**config.mk**
```make
export PLATFORM = sky130hd
export DESIGN_NAME = mips_cpu_instr_encoder
export DESIGN_NICKNAME = d
export VERILOG_FILES = /design/src/rtl/mips_cpu_pkg.sv /design/src/rtl/mips_cpu_enc_fifo.sv /design/src/rtl/mips_cpu_instr_encoder.sv
export SDC_FILE = /design/constraint.sdc
export NUM_CORES = 1
export LEC_CHECK = 0
export ABC_CLOCK_PERIOD_IN_PS = 9600
export CAP_MARGIN = 40
export CORE_UTILIZATION = 41
export CTS_CLUSTER_DIAMETER = 50
export CTS_CLUSTER_SIZE = 12
export DETAILED_ROUTE_END_ITERATION = 16
export PLACE_DENSITY = 0.69
export SYNTH_ARGS = -nofsm -noshare
export SYNTH_HDL_FRONTEND = slang
export SYNTH_SLANG_ARGS = --single-unit
```
**constraint.sdc**
```tcl
create_clock -name clk -period 9.6 [get_ports clk]
set_input_delay 0.96 -clock clk [delete_from_list [all_inputs] [get_ports clk]]
set_output_delay 0.96 -clock clk [all_outputs]
set_load 0.03 [all_outputs]
```
**src/rtl/mips_cpu_pkg.sv**
```systemverilog
// Shared MIPS32 constants: opcodes, functs, REGIMM rt codes,
// encoder mnemonic enum and error codes.
package mips_cpu_pkg;

  localparam logic [5:0] OP_RTYPE  = 6'h00;
  localparam logic [5:0] OP_REGIMM = 6'h01;
  localparam logic [5:0] OP_J      = 6'h02;
  localparam logic [5:0] OP_JAL    = 6'h03;
  localparam logic [5:0] OP_BEQ    = 6'h04;
  localparam logic [5:0] OP_BNE    = 6'h05;
  localparam logic [5:0] OP_BLEZ   = 6'h06;
  localparam logic [5:0] OP_BGTZ   = 6'h07;
  localparam logic [5:0] OP_ADDIU  = 6'h09;
  localparam logic [5:0] OP_SLTI   = 6'h0A;
  localparam logic [5:0] OP_SLTIU  = 6'h0B;
  localparam logic [5:0] OP_ANDI   = 6'h0C;
  localparam logic [5:0] OP_ORI    = 6'h0D;
  localparam logic [5:0] OP_XORI   = 6'h0E;
  localparam logic [5:0] OP_LUI    = 6'h0F;
  localparam logic [5:0] OP_LB     = 6'h20;
  localparam logic [5:0] OP_LH     = 6'h21;
  localparam logic [5:0] OP_LW     = 6'h23;
  localparam logic [5:0] OP_LBU    = 6'h24;
  localparam logic [5:0] OP_LHU    = 6'h25;
  localparam logic [5:0] OP_SB     = 6'h28;
  localparam logic [5:0] OP_SH     = 6'h29;
  localparam logic [5:0] OP_SW     = 6'h2B;

  localparam logic [5:0] FN_SLL   = 6'h00;
  localparam logic [5:0] FN_SRL   = 6'h02;
  localparam logic [5:0] FN_SRA   = 6'h03;
  localparam logic [5:0] FN_SLLV  = 6'h04;
  localparam logic [5:0] FN_SRLV  = 6'h06;
  localparam logic [5:0] FN_SRAV  = 6'h07;
  localparam logic [5:0] FN_JR    = 6'h08;
  localparam logic [5:0] FN_JALR  = 6'h09;
  localparam logic [5:0] FN_MFHI  = 6'h10;
  localparam logic [5:0] FN_MTHI  = 6'h11;
  localparam logic [5:0] FN_MFLO  = 6'h12;
  localparam logic [5:0] FN_MTLO  = 6'h13;
  localparam logic [5:0] FN_MULT  = 6'h18;
  localparam logic [5:0] FN_MULTU = 6'h19;
  localparam logic [5:0] FN_DIV   = 6'h1A;
  localparam logic [5:0] FN_DIVU  = 6'h1B;
  localparam logic [5:0] FN_ADDU  = 6'h21;
  localparam logic [5:0] FN_SUBU  = 6'h23;
  localparam logic [5:0] FN_AND   = 6'h24;
  localparam logic [5:0] FN_OR    = 6'h25;
  localparam logic [5:0] FN_XOR   = 6'h26;
  localparam logic [5:0] FN_SLT   = 6'h2A;
  localparam logic [5:0] FN_SLTU  = 6'h2B;

  localparam logic [4:0] RI_BLTZ   = 5'd0;
  localparam logic [4:0] RI_BGEZ   = 5'd1;
  localparam logic [4:0] RI_BLTZAL = 5'd16;
  localparam logic [4:0] RI_BGEZAL = 5'd17;

  typedef enum logic [5:0] {
    M_SLL, M_SRL, M_SRA,
    M_SLLV, M_SRLV, M_SRAV,
    M_JR, M_JALR,
    M_MFHI, M_MTHI,
    M_MFLO, M_MTLO,
    M_MULT, M_MULTU,
    M_DIV, M_DIVU,
    M_ADDU, M_SUBU,
    M_AND, M_OR, M_XOR,
    M_SLT, M_SLTU,
    M_BLTZ, M_BGEZ,
    M_BLTZAL, M_BGEZAL,
    M_J, M_JAL,
    M_BEQ, M_BNE,
    M_BLEZ, M_BGTZ,
    M_ADDIU, M_SLTI, M_SLTIU,
    M_ANDI, M_ORI, M_XORI,
    M_LUI,
    M_LB, M_LH, M_LW,
    M_LBU, M_LHU,
    M_SB, M_SH, M_SW
  } mnem_t;

  typedef enum logic [1:0] {
    ERR_MNEM = 2'd0,
    ERR_IMM  = 2'd1,
    ERR_BR   = 2'd2,
    ERR_JMP  = 2'd3
  } err_t;

  function automatic logic simm_fits(
    input logic [31:0] v
  );
    return v == {{16{v[15]}}, v[15:0]};
  endfunction

  function automatic logic zimm_fits(
    input logic [31:0] v
  );
    return v[31:16] == 16'h0000;
  endfunction

endpackage

```
**src/rtl/mips_cpu_enc_fifo.sv**
```systemverilog
// Output FIFO of {addr, data} words for the instruction encoder.
// Ports: push/push_addr/push_data, pop, head_addr/head_data, full, empty.
module mips_cpu_enc_fifo #(
  parameter int DEPTH = 4
) (
  input  logic        clk,
  input  logic        reset_n,
  input  logic        push,
  input  logic [31:0] push_addr,
  input  logic [31:0] push_data,
  input  logic        pop,
  output logic [31:0] head_addr,
  output logic [31:0] head_data,
  output logic        full,
  output logic        empty
);
  localparam int AW = $clog2(DEPTH);

  logic [63:0] mem [DEPTH];
  logic [AW:0] wp;
  logic [AW:0] rp;
  logic        do_push;
  logic        do_pop;

  assign do_push = push && !full;
  assign do_pop  = pop && !empty;

  // extra pointer bit tells full from empty
  assign empty = wp == rp;
  assign full  = (wp[AW] != rp[AW]) &&
                 (wp[AW-1:0] == rp[AW-1:0]);

  always_ff @(posedge clk or negedge reset_n) begin
    if (!reset_n) begin
      wp <= '0;
      rp <= '0;
    end else begin
      if (do_push) wp <= wp + (AW+1)'(1);
      if (do_pop)  rp <= rp + (AW+1)'(1);
    end
  end

  always_ff @(posedge clk) begin
    if (do_push)
      mem[wp[AW-1:0]] <= {push_addr, push_data};
  end

  assign {head_addr, head_data} =
    empty ? 64'd0 : mem[rp[AW-1:0]];

endmodule

```
**src/rtl/mips_cpu_instr_encoder.sv**
```systemverilog
// Streaming MIPS32 encoder: symbolic requests in, {addr, word} out via FIFO.
// Ports: req_* handshake, word_* handshake, err_valid/err_code/err_count.
// Option: MIPS_ENC_DELAY_SLOT_NOP_EN appends a NOP after branches/jumps.
module mips_cpu_instr_encoder
  import mips_cpu_pkg::*;
#(
  parameter logic [31:0] BASE_ADDR = 32'hBFC00000,
  parameter int          DEPTH     = 4
) (
  input  logic        clk,
  input  logic        reset_n,
  input  logic        req_valid,
  output logic        req_ready,
  input  logic [5:0]  req_mnem,
  input  logic [4:0]  req_rs,
  input  logic [4:0]  req_rt,
  input  logic [4:0]  req_rd,
  input  logic [4:0]  req_shamt,
  input  logic [31:0] req_imm,
  output logic        word_valid,
  input  logic        word_ready,
  output logic [31:0] word_data,
  output logic [31:0] word_addr,
  output logic        err_valid,
  output logic [1:0]  err_code,
  output logic [7:0]  err_count
);

  logic [31:0] pc;
  logic [31:0] pc4;
  logic [31:0] boff;
  logic        br_ok;
  logic        j_ok;
  logic        s_ok;
  logic        z_ok;

  logic [5:0]  f_op;
  logic [5:0]  f_fn;
  logic [4:0]  f_rs;
  logic [4:0]  f_rt;
  logic [4:0]  f_rd;
  logic [4:0]  f_sh;
  logic [15:0] f_imm;
  logic        jfmt;
  logic        ctl;
  logic        bad;
  err_t        code;
  logic [31:0] enc_word;

  logic        accept;
  logic        acc_push;
  logic        nop_push;
  logic        push;
  logic        full;
  logic        empty;

  assign pc4  = pc + 32'd4;
  assign boff = 32'($signed(req_imm - pc4) >>> 2);
  assign br_ok = (req_imm[1:0] == 2'b00) &&
                 (&boff[31:15] || ~|boff[31:15]);
  assign j_ok  = (req_imm[1:0] == 2'b00) &&
                 (req_imm[31:28] == pc4[31:28]);
  assign s_ok  = simm_fits(req_imm);
  assign z_ok  = zimm_fits(req_imm);

  always_comb begin
    f_op  = OP_RTYPE;
    f_fn  = FN_SLL;
    f_rs  = req_rs;
    f_rt  = req_rt;
    f_rd  = req_rd;
    f_sh  = 5'd0;
    f_imm = req_imm[15:0];
    jfmt  = 1'b0;
    ctl   = 1'b0;
    bad   = 1'b0;
    code  = ERR_MNEM;
    unique case (req_mnem)
      M_SLL: begin
        f_rs = '0; f_sh = req_shamt; f_fn = FN_SLL;
      end
      M_SRL: begin
        f_rs = '0; f_sh = req_shamt; f_fn = FN_SRL;
      end
      M_SRA: begin
        f_rs = '0; f_sh = req_shamt; f_fn = FN_SRA;
      end
      M_SLLV:  f_fn = FN_SLLV;
      M_SRLV:  f_fn = FN_SRLV;
      M_SRAV:  f_fn = FN_SRAV;
      M_JR: begin
        f_rt = '0; f_rd = '0; f_fn = FN_JR; ctl = 1'b1;
      end
      M_JALR: begin
        f_rt = '0; f_fn = FN_JALR; ctl = 1'b1;
      end
      M_MFHI: begin
        f_rs = '0; f_rt = '0; f_fn = FN_MFHI;
      end
      M_MFLO: begin
        f_rs = '0; f_rt = '0; f_fn = FN_MFLO;
      end
      M_MTHI: begin
        f_rt = '0; f_rd = '0; f_fn = FN_MTHI;
      end
      M_MTLO: begin
        f_rt = '0; f_rd = '0; f_fn = FN_MTLO;
      end
      M_MULT:  begin f_rd = '0; f_fn = FN_MULT;  end
      M_MULTU: begin f_rd = '0; f_fn = FN_MULTU; end
      M_DIV:   begin f_rd = '0; f_fn = FN_DIV;   end
      M_DIVU:  begin f_rd = '0; f_fn = FN_DIVU;  end
      M_ADDU:  f_fn = FN_ADDU;
      M_SUBU:  f_fn = FN_SUBU;
      M_AND:   f_fn = FN_AND;
      M_OR:    f_fn = FN_OR;
      M_XOR:   f_fn = FN_XOR;
      M_SLT:   f_fn = FN_SLT;
      M_SLTU:  f_fn = FN_SLTU;
      M_BLTZ, M_BGEZ, M_BLTZAL, M_BGEZAL: begin
        f_op  = OP_REGIMM;
        f_imm = boff[15:0];
        ctl   = 1'b1;
        bad   = !br_ok;
        code  = ERR_BR;
        unique case (req_mnem)
          M_BLTZ:   f_rt = RI_BLTZ;
          M_BGEZ:   f_rt = RI_BGEZ;
          M_BLTZAL: f_rt = RI_BLTZAL;
          default:  f_rt = RI_BGEZAL;
        endcase
      end
      M_BEQ, M_BNE, M_BLEZ, M_BGTZ: begin
        f_imm = boff[15:0];
        ctl   = 1'b1;
        bad   = !br_ok;
        code  = ERR_BR;
        unique case (req_mnem)
          M_BEQ:  f_op = OP_BEQ;
          M_BNE:  f_op = OP_BNE;
          M_BLEZ: begin f_op = OP_BLEZ; f_rt = '0; end
          default: begin f_op = OP_BGTZ; f_rt = '0; end
        endcase
      end
      M_J, M_JAL: begin
        f_op = (req_mnem == M_J) ? OP_J : OP_JAL;
        jfmt = 1'b1;
        ctl  = 1'b1;
        bad  = !j_ok;
        code = ERR_JMP;
      end
      M_ANDI, M_ORI, M_XORI, M_LUI: begin
        bad  = !z_ok;
        code = ERR_IMM;
        unique case (req_mnem)
          M_ANDI: f_op = OP_ANDI;
          M_ORI:  f_op = OP_ORI;
          M_XORI: f_op = OP_XORI;
          default: begin f_op = OP_LUI; f_rs = '0; end
        endcase
      end
      M_ADDIU, M_SLTI, M_SLTIU,
      M_LB, M_LH, M_LW, M_LBU, M_LHU,
      M_SB, M_SH, M_SW: begin
        bad  = !s_ok;
        code = ERR_IMM;
        unique case (req_mnem)
          M_ADDIU: f_op = OP_ADDIU;
          M_SLTI:  f_op = OP_SLTI;
          M_SLTIU: f_op = OP_SLTIU;
          M_LB:    f_op = OP_LB;
          M_LH:    f_op = OP_LH;
          M_LW:    f_op = OP_LW;
          M_LBU:   f_op = OP_LBU;
          M_LHU:   f_op = OP_LHU;
          M_SB:    f_op = OP_SB;
          M_SH:    f_op = OP_SH;
          default: f_op = OP_SW;
        endcase
      end
      default: begin
        bad  = 1'b1;
        code = ERR_MNEM;
      end
    endcase
  end

  always_comb begin
    if (jfmt)
      enc_word = {f_op, req_imm[27:2]};
    else if (f_op == OP_RTYPE)
      enc_word = {f_op, f_rs, f_rt, f_rd, f_sh, f_fn};
    else
      enc_word = {f_op, f_rs, f_rt, f_imm};
  end

  assign accept   = req_valid && req_ready;
  assign acc_push = accept && !bad;
  assign push     = acc_push || nop_push;

`ifdef MIPS_ENC_DELAY_SLOT_NOP_EN
  typedef enum logic {
    S_IDLE,
    S_NOP_PEND
  } state_t;

  state_t state;
  state_t state_nx;

  always_ff @(posedge clk or negedge reset_n) begin
    if (!reset_n) state <= S_IDLE;
    else          state <= state_nx;
  end

  always_comb begin
    state_nx = state;
    nop_push = 1'b0;
    unique case (state)
      S_IDLE: begin
        if (acc_push && ctl) state_nx = S_NOP_PEND;
      end
      S_NOP_PEND: begin
        if (!full) begin
          nop_push = 1'b1;
          state_nx = S_IDLE;
        end
      end
      default: state_nx = S_IDLE;
    endcase
  end

  assign req_ready = !full && (state == S_IDLE);
`else
  logic ctl_unused;
  assign ctl_unused = ctl;
  assign nop_push   = 1'b0;
  assign req_ready  = !full;
`endif

  mips_cpu_enc_fifo #(
    .DEPTH (DEPTH)
  ) u_fifo (
    .clk       (clk),
    .reset_n   (reset_n),
    .push      (push),
    .push_addr (pc),
    .push_data (nop_push ? 32'd0 : enc_word),
    .pop       (word_valid && word_ready),
    .head_addr (word_addr),
    .head_data (word_data),
    .full      (full),
    .empty     (empty)
  );

  assign word_valid = !empty;

  always_ff @(posedge clk or negedge reset_n) begin
    if (!reset_n) begin
      pc        <= BASE_ADDR;
      err_valid <= 1'b0;
      err_code  <= 2'd0;
      err_count <= 8'd0;
    end else begin
      if (push) pc <= pc4;
      err_valid <= accept && bad;
      if (accept && bad) begin
        err_code <= code;
        if (err_count != 8'hFF)
          err_count <= err_count + 8'd1;
      end
    end
  end

endmodule

```
# Word level (Yosys, flattened, before mapping)

Memories as Yosys holds them, arrays and structs flattened.
Index checks and enable logic that the tools add are counted.

Input port bits: 62
Bits in registers: 49
Bits in writable memories: 256
Word-level logic and storage cells: 126
Memories kept: 1

Memories:

| name       | depth | bits a word | read ports | clocked after Yosys merged registers in | wr ports | RTL line                | text |
|---|---|---|---|---|---|---|---|
| u_fifo.mem | 4     | 64          | 1          | 0                                       | 1        | mips_cpu_enc_fifo.sv:19 | `logic [63:0] mem [DEPTH];` |

Mux-type cells: 22
Equal/unequal tests: 53
Reductions and logical operators: 39
$add $sub $neg: 5

Operator list:

| operator              | count |
|---|---|
| $pmux 6 s22           | 1 |
| $eq 6x5->1 const B    | 16 |
| $eq 6x6->1 const B    | 16 |
| $mux 64               | 1 |
| $pmux 6 s10           | 1 |
| $eq 6x4->1 const B    | 8 |
| $add 32x3->32 const B | 1 |
| $mux 16               | 2 |
| $sub 32x32->32        | 1 |
| $pmux 5 s3            | 2 |
| $pmux 6 s5            | 1 |
| $reduce_or 15->1      | 2 |
| $mux 26               | 1 |
| $eq 6x3->1 const B    | 4 |
| $reduce_or 23->1      | 1 |
| $mux 5                | 4 |
| $pmux 2 s3            | 3 |
| $eq 16x16->1          | 1 |
| $logic_not 16->1      | 1 |
| $reduce_and 15->1     | 1 |
| $eq 6x2->1 const B    | 2 |
| $logic_not 6->1       | 2 |
| $reduce_or 4->1       | 3 |
| $reduce_or 11->1      | 1 |
| 22 further kinds      | 43 |

# Logic depth before layout (Yosys ltp)

Depth after elaboration: 13
Mapped depth: 26
Mapped depth without buffers: 24

# Cells and area by module

A second synthesis with hierarchy kept.

Cell total of the unflattened synthesis: 1,243
Area total of the unflattened synthesis: 16,286.9 µm²

By module, submodules not included:

| module                 | seq. area each (µm²) | area an instance (µm²) | times used | cells an instance |
|---|---|---|---|---|
| mips_cpu_enc_fifo      | 7,837.5              | 10,198.5               | 1          | 452 |
| mips_cpu_instr_encoder | 1,037.2              | 6,088.3                | 1          | 791 |

# Worst setup path after synthesis

Ideal clock, no wire load.

Kind: flip-flop to flip-flop
From: register pc[2]
To: memory u_fifo.mem[0][0], enable pin
Stages on the path, launching flop included: 23
Setup time: 0.481 ns
Path buffers: 2
Setup slack: 1.768 ns
Period minus slack after synthesis: 7.832 ns
Arrival time: 7.351 ns
Data required time: 9.119 ns
Path through: dfrtp_1 ha_1 and4_1 nand4_4 nor3_1 and3_1 nand2_1 or3_1 xor2_1 ha_1 clkbuf_1 nand2_1 nor3_1 nand3_1 o211a_1 a211o_1 a311oi_1 nand4_1 nor4_2 a32o_2 a21oi_4 buf_6 nor2_1

Cells in the longest elaborated chain, start to end: 13
Elaborated cells between the ends (all ways): 17
Those cells by class: add/sub: 2; eq/ne: 1; mux: 3; reduce/logical: 11

Ends and longest elaborated chain:

| element                          | RTL line                                                     | text |
|---|---|---|
| start: declaration               | mips_cpu_instr_encoder.sv:29                                 | `logic [31:0] pc;` |
| start signal: assignment         | mips_cpu_instr_encoder.sv:264                                | `if (push) pc <= pc4;` |
| $add 32x3->32 (*)                | mips_cpu_instr_encoder.sv:57                                 | `assign pc4 = pc + 32'd4;` |
| $sub 32x32->32                   | mips_cpu_instr_encoder.sv:58                                 | `assign boff = 32'($signed(req_imm - pc4) >>> 2);` |
| $reduce_or 15->1                 | mips_cpu_instr_encoder.sv:60                                 | `(&boff[31:15] \|\| ~\|boff[31:15]);` |
| $logic_not 1->1                  | mips_cpu_instr_encoder.sv:60                                 |  |
| $logic_or 1x1->1                 | mips_cpu_instr_encoder.sv:60                                 |  |
| $logic_and 1x1->1                | mips_cpu_instr_encoder.sv:59                                 | `assign br_ok = (req_imm[1:0] == 2'b00) &&` |
| $logic_not 1->1                  | mips_cpu_instr_encoder.sv:124, mips_cpu_instr_encoder.sv:136 |  |
| $pmux 1 s5 (*)                   | mips_cpu_instr_encoder.sv:78                                 | `unique case (req_mnem)` |
| $logic_not 1->1 (*)              | mips_cpu_instr_encoder.sv:198                                | `assign acc_push = accept && !bad;` |
| $logic_and 1x1->1 (*)            | mips_cpu_instr_encoder.sv:198                                |  |
| $logic_and 1x1->1 (*)            | mips_cpu_enc_fifo.sv:25                                      | `assign do_push = push && !full;` |
| $mux 1 (*)                       | mips_cpu_enc_fifo.sv:44                                      | `if (do_push)` |
| $mux 1 (implied by the code) (*) | mips_cpu_enc_fifo.sv:45                                      | `mem[wp[AW-1:0]] <= {push_addr, push_data};` |
| end: declaration                 | mips_cpu_enc_fifo.sv:19                                      |  |

Mark *: on every way between the ends. The rest lies on a longest branch, timed or not.

# Worst setup path in the final report

From: register pc[4]
To: memory u_fifo.mem[2][11], enable pin

The elaborated chain is that of the path after synthesis.

==> impl_metrics.ini <==
[floorplan]
die_width_um = 197
ios = 139
die-height_um = 197
std_cell_rows = 71
dieArea_um2 = 38900
initial_core_util_pct = 41.6
coreArea_um2 = 37600

[synth]
synth-edff-count = 244
synthAdderAreaFrac_pct = 2.72
synth.top_cell.area_share_pct = 46.8
yosys.area_share.simple_pct = 14.1
synthesis.area_um2 = 15600
synthArstFlopShare_pct = 16.2
ys.flop_type = edfxtp_1
synth_area_leaders = edfxtp_1 47%, mux4_2 8.8%, dfrtp_1 6.1%
avgSynthCellArea_um2 = 12.4
synth_top_family_by_area = simple AND/OR/NAND/NOR gates
synthCells = 1259
synth_area_leader_cell = edfxtp_1
synthXorXnorAreaFrac_pct = 5.51
yosysUniqueCellTypes = 94
synth.area.mux_share_pct = 9.62
synth_warnings = 0
ys_seq_area_share_pct = 54.4
synth_compound_area_share_pct = 10.6
ys_ff_latch = 291

[worst_setup_path]
path_class = register to register
path_cells = nand3_2 > nor3_2 > nand2_1 > nor2_1 > nand3_1 > inv_1 > nand3_1 > or3_1 > or2_2 > xor2_1 > ha_1 > and3_1 > nand3_1 > o211a_1 > a211o_1 > a311oi_1 > nand4_1 > nor4_2 > a32o_2 > a21oi_4 > buf_4 > nor2_4 > buf_4
end_kind = register
worst_path_most_repeated_cell = nand3_1
cp.arrival_ps = 7640
max_stage_delay_ps = 680
worstPathRequired_ps = 9800
startpoint_type = register
critPathSlowestCell = nor2_4
cp_max_fo = 37

[place]
place_inst = 1849
port_buffers = 135
dp_hpwl_um = 28900
post-place-ws_ps = 2260
gp_congestion = 0.931

[cts]
htree_levels = 2
cts_tree = built
ctsResizeCount = 0
clk_latency_ps = 540
cts_max_path_buffers = 3
cts_buffers = 35
cts_hold_buffers = 0
cts_setup_buffers = 0
clk_pin_slew_worst_paths_ps = 60
cts.sinks = 291
root_buffer = clkbuf_16

[timing]
finClkSkew_ps = 23.4
fmax_ghz = 0.134
rsz0062_at_grt = no
finalMaxSlewViolations = 0
worst_pin_slew_ps = 983
min_period_ps = 7440
max_slew_margin_pct = 34.3
report.final.hold_viol_count = 0
worst_hold_slack_ps = 495
finalSetupTns_ps = 0
fin_crit_sh_pct = 77.5
setup_viol = 0
fin_ws_ps = 2160

[routing]
ant_nets = 0
drt_pass1_iterations = 7
via_per_inst = 5.67
wl_um = 40700
drt-initial-drc-count = 1131
drcViolationCount = 0
wire_per_inst_um = 21.3
via_count = 10800

[global_route]
grt_pass1_vias = 10500
met2_usage_pct = 34.3
grt_max_degree = 63
antenna_found_initial = 0
grt_pass1_wl_um = 62100
use_met1_pct = 29.7
grtUsageTotal_pct = 21.0
top_usage_layer = met2
gr-total-overflow = 0
grt.met3_usage_pct = 2.97

[run]
drv_cap = 0

[cells_and_area]
diodes = 0
drive_gt1_share_pct = 14.4
post-route-util_pct = 49.7
final_cells = 1909
fillers = 3232
area_delta_synth_final_pct = 19.3
nets = 1468

[power_and_ir_drop]
peakVddDrop_mv = 0.147
power.leakage_nw = 6.62
power_per_cell_area_nw_per_um2 = 278

[hold_path]
hold_class = register to register

[outcome]
outcome = complete, no violations
layer usage:
layer | share of wire, % | up-vias
met5 | 0 | -
li1 | - | 5011
met4 | 1.7 | 0
met2 | 48 | 420
met3 | 6.6 | 55
met1 | 44 | 5341
worst paths after layout:
kind                                     startpoint                     endpoint  cells past startpoint  slack [ps]
max                               pc[4]$_DFFE_PN0N_  u_fifo.mem[2][11]$_DFFE_PP_                     23        2160
min reg2reg                u_fifo.wp[2]$_DFFE_PN0P_     u_fifo.wp[2]$_DFFE_PN0P_                      1         500
max in group asynchronous                   reset_n     u_fifo.rp[0]$_DFFE_PN0P_                      2        8510
max reg2reg                       pc[4]$_DFFE_PN0N_  u_fifo.mem[2][11]$_DFFE_PP_                     23        2160
min in group asynchronous                   reset_n           pc[20]$_DFFE_PN0N_                      2         570
min                        u_fifo.wp[2]$_DFFE_PN0P_     u_fifo.wp[2]$_DFFE_PN0P_                      1         500
stage by stage:
step / instance area, um^2 / total power [mW]
global placement: 17400 / 3.93
floorplan: 15700 / 3.11
finish: 18700 / 5.19
detailed placement: 17600 / 3.97
global route: 18700 / 5.43
CTS: 18700 / 5.25
cell usage in the layout, fill, tap and decap left out, drive strengths merged, types with 18 or more instances in the layout:
cell type,n
edfxtp,244
inv,44
buf,18
nor2b,69
a21oi,58
xnor2,35
nand3,39
dfrtp,38
mux4,61
nand2,85
clkbuf,46
xor2,53
nor2,108
nand4,26
o21ai,50
clkdlybuf4s50,134
nor3,29
ha,30
power breakdown:
| part | switching [mW] | internal, mW | leakage (nW) |
|---|---|---|---|
| Clock | 0.522 | 0.743 | 0.535 |
| Combinational | 1.29 | 0.957 | 3.25 |
| Sequential | 0.130 | 1.56 | 2.83 |
| Total | 1.94 | 3.26 | 6.62 |
cell usage after synthesis, types with 5 or more instances:
| cell | n |
|---|---|
| nand4_1 | 24 |
| a21oi_1 | 57 |
| nor2b_1 | 69 |
| clkbuf_1 | 53 |
| dfstp_2 | 9 |
| a22o_1 | 6 |
| a31oi_1 | 11 |
| nand3_1 | 37 |
| nor2_2 | 21 |
| xnor2_1 | 35 |
| o21ai_0 | 49 |
| nor3_1 | 26 |
| mux4_2 | 61 |
| nand2b_1 | 8 |
| a211oi_1 | 5 |
| edfxtp_1 | 244 |
| and4_1 | 5 |
| and3_1 | 7 |
| o211ai_1 | 12 |
| xor2_1 | 53 |
| buf_2 | 8 |
| a21o_1 | 11 |
| dfrtp_1 | 38 |
| o31ai_1 | 6 |
| nand2_1 | 85 |
| buf_1 | 6 |
| o22ai_1 | 8 |
| nor4_1 | 6 |
| inv_1 | 37 |
| o21a_1 | 7 |
| ha_1 | 30 |
| a221oi_1 | 13 |
| mux2_2 | 7 |
| or2_2 | 6 |
| nor2_1 | 87 |
| or3_1 | 10 |
area by class of cell:
| class | count | area (um^2) | share of cell area, % |
|---|---|---|---|
| clock inverter | 14 | 190 | 1.02 |
| timing repair buffer | 152 | 1550 | 8.32 |
| multi-input combinational | 857 | 6710 | 35.9 |
| tap | 511 | 639 | 3.42 |
| sequential | 291 | 8520 | 45.6 |
| inverter | 38 | 143 | 0.764 |
| clock buffer | 46 | 917 | 4.91 |
kinds of logic after synthesis:
| group | Yosys count |
|---|---|
| AOI/OAI and AO/OA | 240 |
| xor gates and xnor gates | 92 |
| adders and majority gates | 34 |
| buffers and inverters | 113 |
| DFF | 291 |
| muxes | 73 |
| other | 1 |
| and+or+nand+nor | 415 |
state kept, by name (all words and copies together), names as in the netlist:
| name | flops |
|---|---|
| u_fifo.mem | 244 |
| u_fifo.wp | 3 |
| pc | 30 |
| err_code | 2 |
| u_fifo.rp | 3 |
| err_valid | 1 |
| err_count | 8 |
critical path, delay by kind of cell, from the launching register on:
family	cells	cell delay (ps)
DFF	1	580
adders and majority gates	1	390
buffers and inverters	3	880
xor gates and xnor gates	1	150
AOI/OAI and AO/OA	5	1050
and+or+nand+nor	13	4020
Power figures use the tool's default switching activity.
